[src/rtl/user_rom_streamer_pkg.sv]
// Shared types for the user ROM string streamer: OBI config/struct defaults,
// FSM state encoding and word geometry.
package user_rom_streamer_pkg;

  typedef struct packed {
    logic [31:0] AddrWidth;
    logic [31:0] DataWidth;
    logic [31:0] IdWidth;
  } obi_cfg_t;

  localparam obi_cfg_t ObiDefaultConfig = '{
    AddrWidth: 32'd32,
    DataWidth: 32'd32,
    IdWidth:   32'd1
  };

  localparam int unsigned ObiAddrW = 32;
  localparam int unsigned ObiDataW = 32;
  localparam int unsigned ObiIdW   = 1;

  typedef struct packed {
    logic [ObiAddrW-1:0]   addr;
    logic                  we;
    logic [ObiDataW/8-1:0] be;
    logic [ObiDataW-1:0]   wdata;
    logic [ObiIdW-1:0]     aid;
    logic                  a_optional;
  } obi_default_a_chan_t;

  typedef struct packed {
    logic                req;
    obi_default_a_chan_t a;
  } obi_default_req_t;

  typedef struct packed {
    logic [ObiDataW-1:0] rdata;
    logic [ObiIdW-1:0]   rid;
    logic                err;
    logic                r_optional;
  } obi_default_r_chan_t;

  typedef struct packed {
    logic                gnt;
    logic                rvalid;
    obi_default_r_chan_t r;
  } obi_default_rsp_t;

  typedef enum logic [2:0] {
    IDLE = 3'd0,
    REQ  = 3'd1,
    WAIT = 3'd2,
    EMIT = 3'd3,
    DONE = 3'd4
  } user_rom_streamer_state_e;

  // The byte selector and the address stride both assume 4 chars per word.
  localparam int unsigned BytesPerWord = ObiDefaultConfig.DataWidth / 8;

endpackage

[src/rtl/user_rom_streamer_unpack.sv]
// Word buffer with a little-endian byte selector; byte 0 is presented first
// after a load and advance_i steps to the next byte, wrapping 3 -> 0.
module user_rom_streamer_unpack
  import user_rom_streamer_pkg::*;
(
  input  logic                      clk_i,
  input  logic                      rst_ni,
  input  logic                      load_i,
  input  logic [8*BytesPerWord-1:0] word_i,
  input  logic                      advance_i,
  output logic [7:0]                byte_o,
  output logic                      last_o
);

  logic [8*BytesPerWord-1:0] word_q;
  logic [1:0]                byte_idx_q;

  always_ff @(posedge clk_i or negedge rst_ni) begin
    if (!rst_ni) begin
      word_q     <= '0;
      byte_idx_q <= '0;
    end else if (load_i) begin
      word_q     <= word_i;
      byte_idx_q <= '0;
    end else if (advance_i) begin
      byte_idx_q <= byte_idx_q + 2'd1;
    end
  end

  assign byte_o = word_q[{byte_idx_q, 3'b000} +: 8];
  assign last_o = (byte_idx_q == 2'd3);

endmodule

[src/rtl/user_rom_streamer.sv]
// OBI manager that fetches a NUL-terminated string one word at a time (one read
// outstanding) and streams its chars out on a valid/ready port held until accepted.
module user_rom_streamer
  import user_rom_streamer_pkg::*;
#(
  parameter obi_cfg_t    ObiCfg    = ObiDefaultConfig,
  parameter type         obi_req_t = obi_default_req_t,
  parameter type         obi_rsp_t = obi_default_rsp_t,
  parameter int unsigned MaxWords  = 8
) (
  input  logic                        clk_i,
  input  logic                        rst_ni,
  input  logic                        start_i,
  input  logic [ObiCfg.AddrWidth-1:0] base_addr_i,
  output obi_req_t                    obi_req_o,
  input  obi_rsp_t                    obi_rsp_i,
  output logic [7:0]                  char_o,
  output logic                        char_valid_o,
  input  logic                        char_ready_i,
  output logic                        busy_o,
  output logic                        done_o,
  output logic                        err_o
);

  localparam int unsigned AddrWidth = ObiCfg.AddrWidth;
  localparam int unsigned WordIdxW  = $clog2(MaxWords + 1);

  user_rom_streamer_state_e state_q, state_d;
  logic [WordIdxW-1:0]      word_idx_q, word_idx_d;
  logic [AddrWidth-1:0]     base_q, base_d;
  logic                     err_q, err_d;

  logic       load;
  logic       advance;
  logic       last;
  logic [7:0] cur_byte;

  // rid is deliberately not checked: only one read is ever outstanding.
  logic unused_rsp;
  assign unused_rsp = ^{obi_rsp_i.r.rid, obi_rsp_i.r.r_optional};

  user_rom_streamer_unpack u_unpack (
    .clk_i     (clk_i),
    .rst_ni    (rst_ni),
    .load_i    (load),
    .word_i    (obi_rsp_i.r.rdata),
    .advance_i (advance),
    .byte_o    (cur_byte),
    .last_o    (last)
  );

  always_ff @(posedge clk_i or negedge rst_ni) begin
    if (!rst_ni) begin
      state_q    <= IDLE;
      word_idx_q <= '0;
      base_q     <= '0;
      err_q      <= 1'b0;
    end else begin
      state_q    <= state_d;
      word_idx_q <= word_idx_d;
      base_q     <= base_d;
      err_q      <= err_d;
    end
  end

  always_comb begin
    state_d      = state_q;
    word_idx_d   = word_idx_q;
    base_d       = base_q;
    err_d        = err_q;
    load         = 1'b0;
    advance      = 1'b0;
    obi_req_o    = '0;
    char_o       = '0;
    char_valid_o = 1'b0;
    done_o       = 1'b0;

    case (state_q)
      IDLE: begin
        if (start_i) begin
          base_d     = base_addr_i;
          word_idx_d = '0;
          err_d      = 1'b0;
          state_d    = REQ;
        end
      end

      REQ: begin
        // Request fields depend only on registered state, so they hold until gnt.
        obi_req_o.req    = 1'b1;
        obi_req_o.a.addr = base_q + (AddrWidth'(word_idx_q) << 2);
        obi_req_o.a.be   = '1;
        if (obi_rsp_i.gnt) begin
          state_d = WAIT;
        end
      end

      WAIT: begin
        if (obi_rsp_i.rvalid) begin
          if (obi_rsp_i.r.err) begin
            err_d   = 1'b1;
            state_d = DONE;
          end else begin
            load    = 1'b1;
            state_d = EMIT;
          end
        end
      end

      EMIT: begin
        if (cur_byte == 8'h00) begin
          state_d = DONE;
        end else begin
          char_valid_o = 1'b1;
          char_o       = cur_byte;
          if (char_ready_i) begin
            advance = 1'b1;
            if (last) begin
              word_idx_d = word_idx_q + WordIdxW'(1);
              state_d    = (word_idx_d == WordIdxW'(MaxWords)) ? DONE : REQ;
            end
          end
        end
      end

      DONE: begin
        done_o  = 1'b1;
        state_d = IDLE;
      end

      default: state_d = IDLE;
    endcase
  end

  assign busy_o = (state_q != IDLE) && (state_q != DONE);
  assign err_o  = err_q;

endmodule

[config.mk]
export PLATFORM = sky130hd
export DESIGN_NAME = user_rom_streamer
export DESIGN_NICKNAME = d
export VERILOG_FILES = /design/src/rtl/user_rom_streamer_pkg.sv /design/src/rtl/user_rom_streamer_unpack.sv /design/src/rtl/user_rom_streamer.sv
export SDC_FILE = /design/constraint.sdc
export NUM_CORES = 1
export LEC_CHECK = 0
export CAP_MARGIN = 30
export CORE_MARGIN = 2
export CORE_UTILIZATION = 42
export DETAILED_ROUTE_END_ITERATION = 12
export HOLD_SLACK_MARGIN = 0.05
export PLACE_DENSITY = 0.78
export SLEW_MARGIN = 20
export SYNTH_ARGS = -nofsm -noshare
export SYNTH_HDL_FRONTEND = slang
export SYNTH_SLANG_ARGS = --single-unit
[constraint.sdc]
create_clock -name clk_i -period 2.43 [get_ports clk_i]
set_clock_uncertainty 0.1 [all_clocks]
set_input_delay 0.486 -clock clk_i [delete_from_list [all_inputs] [get_ports clk_i]]
set_output_delay 0.486 -clock clk_i [all_outputs]
set_load 0.01 [all_outputs]
======== After elaboration in Yosys (flattened, before gate mapping) ========
Cells that the tools add are included.
cells by class
  add/sub/neg operators ................... 3
  reductions and logical operators ........ 11
  muxes and demuxes ....................... 33
  shift-type cells ........................ 1
  equal/unequal tests ..................... 16
operators by type and width
  operator               number
  $mux W33               1
  $add A32 B6 Y32        1
  $shiftx A32 B6 Y8      1
  $mux W3                8
  $mux W4                5
  $mux W8                2
  $ne A2 B2 Y1 const B   7
  $mux W1                12
  $pmux W3 S4            1
  $reduce_and A5 Y1      2
  $ne A3 B3 Y1 const B   3
  $logic_not A8 Y1       1
  $pmux W4 S2            1
  $eq A3 B2 Y1 const B   2
  $reduce_bool A2 Y1     3
  $add A4 B1 Y4 const B  1
  $eq A4 B4 Y1 const B   1
  $mux W2                2
  $reduce_and A4 Y1      1
  $eq A3 B1 Y1 const B   1
  $eq A3 B3 Y1 const B   1
  $logic_not A3 Y1       1
  $reduce_bool A3 Y1     1
  $add A2 B1 Y2 const B  1
  4 further kinds        4
storage, ports and cells
  input port bits ......................... 73
  output and inout port bits .............. 84
  bits in registers ....................... 74
  logic and storage cells ................. 70

======== Depth between registers and ports, before layout ========
Gate-level depths: netlist of run 1.
  word-level depth ........................ 7
  gate-level depth with buffers ........... 8
  gate-level depth less buffers ........... 8

======== By module ========
From an unflattened synthesis of run 1, not the netlist that was laid out.
second synthesis, totals
  cell total of the unflattened synthesis .. 424
  area total of the unflattened synthesis .. 4520.6 um^2
modules (own cells, without submodules)
  module                    cells each  seq. area each (um^2)  area an instance (um^2)  instances
  user_rom_streamer         339         1001.0                 3035.4                   1
  user_rom_streamer_unpack  85          850.8                  1485.2                   1

======== Worst setup path before layout of run 1 ========
Ideal clock, no wire load.
  path kind ............................... flip-flop to output port
  from .................................... reg word_idx_q[0]
  to ...................................... out obi_req_o[55] (netlist bit)
  required time ........................... 1.844 ns
  arrival ................................. 2.114 ns
  path slack .............................. -0.270 ns
  cell stages (with the launch flop) ...... 9
  buffers on the path ..................... 0
  path through ............................ dfrtp_1 -> ha_1 -> inv_1 -> fa_1 -> nor2b_1 -> o21ai_1 -> a2111oi_1 -> xnor2_1 -> nor2_1
RTL lines
  item                    line                     text
  from (decl)             user_rom_streamer.sv:29  logic [WordIdxW-1:0] word_idx_q, word_idx_d;
  from (signal assigned)  user_rom_streamer.sv:60  word_idx_q <= word_idx_d;
  to (decl)               user_rom_streamer.sv:15  output obi_req_t obi_req_o,

==> results of run 1 <==
[synthesized netlist by cell type, drive strengths merged (5+ instances only)]
library cell / count / area [um2]
nand2: 112 / 423
dfrtp: 74 / 1850
buf: 45 / 329
mux2: 32 / 360
nor2: 21 / 78.8
clkbuf: 17 / 83.8
o21ai: 14 / 70.1
and2: 13 / 82.6
nand3: 13 / 70.1
a21oi: 12 / 60.1
inv: 12 / 45.0
xnor2: 10 / 87.6
mux4: 8 / 184
a211oi: 7 / 57.6
ha: 6 / 75.1
o31ai: 6 / 50.1
a31oi: 5 / 31.3
and4: 5 / 43.8
[sequential cells by signal, indices dropped and copies added, names as in the netlist]
register / cells
base_q: 32
err_o: 1
u_unpack.word_q: 32
word_idx_q: 4
state_q: 3
u_unpack.byte_idx_q: 2
[metrics by stage]
step | setup slack, ps | instance area [um2] | util | TNS, ps
final | -566 | 6800 | 0.655 | -12410
after global routing | -645 | 6800 | 0.655 | -15440
after CTS | -585 | 6660 | 0.643 | -13340
after detailed placement | -627 | 6210 | 0.599 | -13480
after global placement | -567 | 6210 | 0.599 | -12180
after floorplan | -19.3 | 4680 | - | -38.6
[cell usage in the layout (no fill, tap or decap), types with 10 or more instances in the layout]
| cell type | n |
|---|---|
| dfrtp_1 | 73 |
| clkdlybuf4s50_1 | 71 |
| nand2_1 | 110 |
| buf_2 | 30 |
| conb_1 | 35 |
| nand3_1 | 12 |
| a21oi_1 | 10 |
| mux2_1 | 32 |
| nor2_1 | 21 |
| buf_6 | 20 |
| buf_4 | 69 |
[final timing paths]
check                                  startpoint                endpoint  slack, ps  cells past startpoint
setup / recovery                        base_q[2]           obi_req_o[69]       -570                     10
hold / removal                          base_q[1]               base_q[1]        390                      2
setup reg to reg           u_unpack.byte_idx_q[0]  u_unpack.byte_idx_q[1]         20                      9
hold reg to reg                         base_q[1]               base_q[1]        390                      2
max in group asynchronous                  rst_ni  u_unpack.byte_idx_q[0]       1090                      3
min in group asynchronous                  rst_ni              base_q[19]        530                      2
[worst register-to-register path, delay by kind of cell (launching register included)]
family	cells	cell delay [ps]
buf+inv	4	530
mux	2	740
simple gates	3	530
flops	1	420
[report_power, final]
group | internal, mW | switching [mW] | total, mW
sequential | 1.80 | 0.360 | 2.16
combinational | 2.06 | 2.02 | 4.08
clock | 0.481 | 0.505 | 0.986
total | 4.34 | 2.89 | 7.22
[layout make-up]
type,instances,area [um2],area share
multi-input cells,359,2620,0.385
repair buffers,211,1910,0.281
flip-flops and latches,74,1850,0.273
well taps,136,170,0.0250
clock buffers,9,124,0.0182
clock inverters,7,76.3,0.0112
inverters,12,45.0,0.00663
[layer usage]
metal | wire length [um] | share of wire | global-route usage
met1 | 5270 | 0.41 | 0.278
met2 | 6570 | 0.51 | 0.389
met3 | 983 | 0.076 | 0.0393
met4 | 163 | 0.013 | 0.0614
met5 | 0 | 0 | 0
[logic make-up after synthesis]
kind of cell    Yosys count
simple gates            196
buf+inv                  74
mux                      44
xor+xnor                 14
flops                    74
other cells               1
fa+ha+maj                 7
compound gates           62
[what timing repair did]
item | in CTS | in global routing
gates resized for setup | 189 | 38
setup endpoints to repair | 41 | 38
hold buffers | 1 | 0
gates cloned | 2 | 0
endpoints found under the hold margin | 38 | 0
pin swaps | 34 | 29
buffers inserted | 17 | 9
==> results.yml, run 1 <==
run_status:
  status: "finished with violations"
  violations: "setup timing"
synthesis:
  synth-adder-area-share: 0.0211
  synth-edff-count: 0
  synth_top_family_by_area: "simple AND/OR/NAND/NOR gates"
  synth_compound_area_frac: 0.0980
  yosysUniqueCellTypes: 59
  yosys.area_share.simple: 0.211
  synth_async_sr_flop_share: 1.00
  synth_xor_area_frac: 0.0272
  syn_area_um2: 4510
  synthFlopType: "dfrtp_1"
  ys_warn_count: 0
  syn_area_per_cell_um2: 9.55
  synth_seq_area_share: 0.411
  synth_mux_area_frac: 0.130
  syn_inst: 472
  synth-seq-cells: 74
hold_path:
  hp-class: "reg2reg"
critical_path:
  critPathLaunchType: "flip-flop"
  cp_top_family: "adder cells"
  critPathBufInv: 3
  cp_slowest_cell: "dfrtp_1"
  cp_max_fo: 4
  worst_ep_arrival_time_ps: 2410
  required_ps: 1840
  path_class: "reg2out"
  slowest_delay_ps: 360
  end_kind: "output pin"
  path_cells: "ha_2 > inv_2 > fa_2 > nor2b_4 > o21ai_4 > buf_12 > a2111oi_4 > xnor2_1 > nor2_1 > buf_2"
routing:
  dr_total_vias: 4171
  dr.pass1.iters: 5
  finalWirelength_um: 13000
  final_antenna_net_count: 0
  drt_iter0_markers: 273
  drc: 0
  vias_per_cell: 5.16
  routedWlPerCell_um: 16.1
cells_and_area:
  area_growth_syn_to_layout_pct: 50.8
  fin_nets: 747
  layout.cells.non_filler: 808
  fillCellCount: 813
  diodes: 0
  drive_above_1_share: 0.310
global_route:
  globalRouteTotalUtil: 0.221
  grt_pass1_wl_um: 20300
  antenna_found_initial: 0
  grt_max_degree: 40
  grt_pass1_vias: 4223
  gr-total-overflow: 0
power:
  p_leak_nw: 3.22
  powerDensity_nw_per_um2: 1060
  ir_worst_vdd_uv: 569
  finalPower_mw: 7.22
clock_network:
  cts.path.max_buffers: 2
  cts_sinks: 74
  insertion_delay_ps: 350
  htreeDepth: 3
  path_clk_slew_ps: 80
  numCtsBuffers: 9
  root_buffer: "clkbuf_8"
  cts_tree: "built"
place:
  place_hpwl_um: 8820
  gp_congestion: 0.874
  port_buffers: 119
  dp.cells: 766
timing:
  fin_ws_ps: -566
  setup_viol: 32
  relSlewSlack: 0.646
  fin_crit_sh: 1.23
  fmax_mhz: 334
  hold_ws_ps: 389
  finalCriticalPeriod_ps: 3000
  maxSlewViolCount: 0
  rsz0062_at_grt: "true"
  hold_viol_final: 0
  worstMarginPinSlew_ps: 531
floorplan:
  io_pins: 157
  die_w_um: 108
  start_util: 0.435
  dieArea_um2: 11600
  die_h_um: 108
  rows: 37
  core_um2: 10400
job:
  drv_cap: 0
Power figures use the tool's default switching activity.
==> inputs of run 2 (changes only) <==
--- a/config.mk
+++ b/config.mk
@@ -6,11 +6,12 @@
 export NUM_CORES = 1
 export LEC_CHECK = 0
 export CAP_MARGIN = 30
+export CORE_ASPECT_RATIO = 0.75
 export CORE_MARGIN = 2
-export CORE_UTILIZATION = 42
+export CORE_UTILIZATION = 50
 export DETAILED_ROUTE_END_ITERATION = 12
 export HOLD_SLACK_MARGIN = 0.05
-export PLACE_DENSITY = 0.78
+export PLACE_DENSITY = 0.87
 export SLEW_MARGIN = 20
 export SYNTH_ARGS = -nofsm -noshare
 export SYNTH_HDL_FRONTEND = slang
==> constraint.sdc (replaced) <==
create_clock -name clk_i -period 3.89 [get_ports clk_i]
set_clock_uncertainty 0.1 [all_clocks]
set_input_delay 0.778 -clock clk_i [delete_from_list [all_inputs] [get_ports clk_i]]
set_output_delay 0.778 -clock clk_i [all_outputs]
set_load 0.01 [all_outputs]
==> run 2 against run 1 <==
Compared with the run above:
- the run now ends clean
- register-to-register slack improved by 1400 ps
- sequential share of layout area increased by 3.8 points
- sequential cell count unchanged
- combinational power decreased by 53%
- design area decreased by 12%
- clock power decreased by 23%
- highest routed layer unchanged
==> results.yml, run 2 (same netlist as run 1, synthesis figures left out) <==
clock_network:
  numCtsBuffers: 9
  cts_sinks: 74
  root_buffer: "clkbuf_16"
  postCtsHoldBufs: 0
  htreeDepth: 3
  cts.path.max_buffers: 2
  insertion_delay_ps: 330
  cts_tree: "built"
  path_clk_slew_ps: 60
critical_path:
  slowest_delay_ps: 540
  path_class: "reg2out"
  cp_top_family: "adder cells"
  critPathBufInv: 2
  r2r_slack_ps: 1440
  r2r_end: "word_idx_q[2]"
  cp_max_fo: 9
  worst_ep_arrival_time_ps: 2940
  required_ps: 3010
  critPathLaunchType: "flip-flop"
  end_kind: "output pin"
  r2r-start: "u_unpack.byte_idx_q[0]"
  r2r_cells: 5
  cp_slowest_cell: "clkdlybuf4s50_1"
  path_cells: "ha_1 > inv_1 > fa_1 > nor2b_4 > o21ai_4 > a2111oi_2 > xnor2_1 > nor2_1 > clkdlybuf4s50_1"
power:
  switchingPower_mw: 1.60
  power.share.switching: 0.386
  internal_power_mw: 2.55
  comb_power_share: 0.457
  powerDensity_nw_per_um2: 697
  p_leak_nw: 2.59
  power.share.clock: 0.182
  ir_worst_vdd_uv: 393
  p_seq_frac: 0.360
  finalPower_mw: 4.15
place:
  port_buffers: 119
  gp_congestion: 0.883
  place_hpwl_um: 8040
  place_ws_ps: 120
  place_area_um2: 5600
routing:
  drt_iter0_markers: 229
  routedWlPerCell_um: 16.7
  drc: 0
  dr.pass1.iters: 5
  dr_total_vias: 3839
  final_antenna_net_count: 0
  vias_per_cell: 5.55
  finalWirelength_um: 11600
floorplan:
  die_w_um: 114
  dieArea_um2: 9800
  core_um2: 8600
  start_util: 0.524
  io_pins: 157
  die_h_um: 86.2
  rows: 29
cells_and_area:
  drive_above_1_share: 0.0839
  final_util: 0.693
  stdcell_area_um2: 5960
  top_regs: "base_q: 32 flops, u_unpack.word_q: 32 flops, word_idx_q: 4 flops"
  area_growth_syn_to_layout_pct: 32.3
  fin_nets: 661
  final_cell_mix: "clkdlybuf4s50_1 (118), nand2_1 (111), dfrtp_1 (73)"
  final_common_cell: "clkdlybuf4s50_1"
  diodes: 0
timing:
  relSlewSlack: 0.593
  fin_crit_sh: 0.982
  hold_viol_final: 0
  worstMarginPinSlew_ps: 610
  fmax_mhz: 262
  finalCriticalPeriod_ps: 3820
  maxSlewViolCount: 0
  setup_viol: 0
  fin_ws_ps: 71.5
global_route:
  grt_pass1_vias: 3890
  grt_pass1_wl_um: 18600
  grt_max_degree: 75
  globalRouteTotalUtil: 0.243
  gr-total-overflow: 0
  antenna_found_initial: 0
hold_path:
  hp-class: "in2async"
run_status:
  status: "complete, no violations"
job:
  drv_cap: 0
## run 2: worst register-to-register path, stage by stage, from the launching register on
cell and delay [ps]:
dfrtp_1 700, mux4_2 630, nor4_4 390, a211oi_2 230
nand3b_1 180, o211ai_2 100
## run 2: how the worst max path moves through the flow
stage / from / end / slack (ps) / cells after the start
5_1_grt: word_idx_q[0] / obi_req_o[55] / -30 / 9
6_report: word_idx_q[0] / obi_req_o[55] / 70 / 9
3_5_place_dp: word_idx_q[0] / obi_req_o[55] / 120 / 9
3_3_place_gp: word_idx_q[0] / obi_req_o[55] / 260 / 9
4_1_cts: word_idx_q[0] / obi_req_o[69] / 10 / 9
2_1_floorplan: word_idx_q[0] / obi_req_o[55] / 900 / 8
## run 2: cell type report
cell class | count | area (um2)
Clock buffer | 12 | 256
Clock inverter | 2 | 13.8
Fill cell | 636 | 2640
Inverter | 12 | 45.0
Multi-Input combinational cell | 358 | 2400
Sequential cell | 74 | 1850
Tap cell | 108 | 135
Timing Repair Buffer | 126 | 1260
## run 2: layer usage
| metal | part of all wire | wire length [um] | vias to the layer above | GRT usage |
|---|---|---|---|---|
| li1 | - | - | 1778 | - |
| met1 | 0.41 | 4740 | 1855 | 0.301 |
| met2 | 0.51 | 5850 | 185 | 0.435 |
| met3 | 0.066 | 764 | 21 | 0.0483 |
| met4 | 0.017 | 198 | 0 | 0.0710 |
| met5 | 0 | 0 | - | 0 |
## run 2: power by group through the flow
stage                     Clock (mW)  Combinational [mW]  Sequential [mW]
after CTS                      0.763                1.89             1.49
after floorplan                    0                1.28             1.34
after global routing           0.792                2.07             1.55
final                          0.757                1.90             1.50
after detailed placement           0                1.86             1.49
after global placement             0                1.80             1.46
## run 2: repair_timing
action,4_1_cts,5_1_grt
hold endpoints to repair,0,0
setup buffers,0,0
setup endpoints to repair,9,5
resized for setup,5,6
## run 2: stage by stage
step | hold slack (ps) | cells | setup TNS [ps]
finish | 204 | 692 | 0
global route | 216 | 692 | -25.7
CTS | 387 | 691 | 0
detailed placement | 375 | 677 | 0
global placement | 359 | 677 | 0
floorplan | 337 | 506 | 0
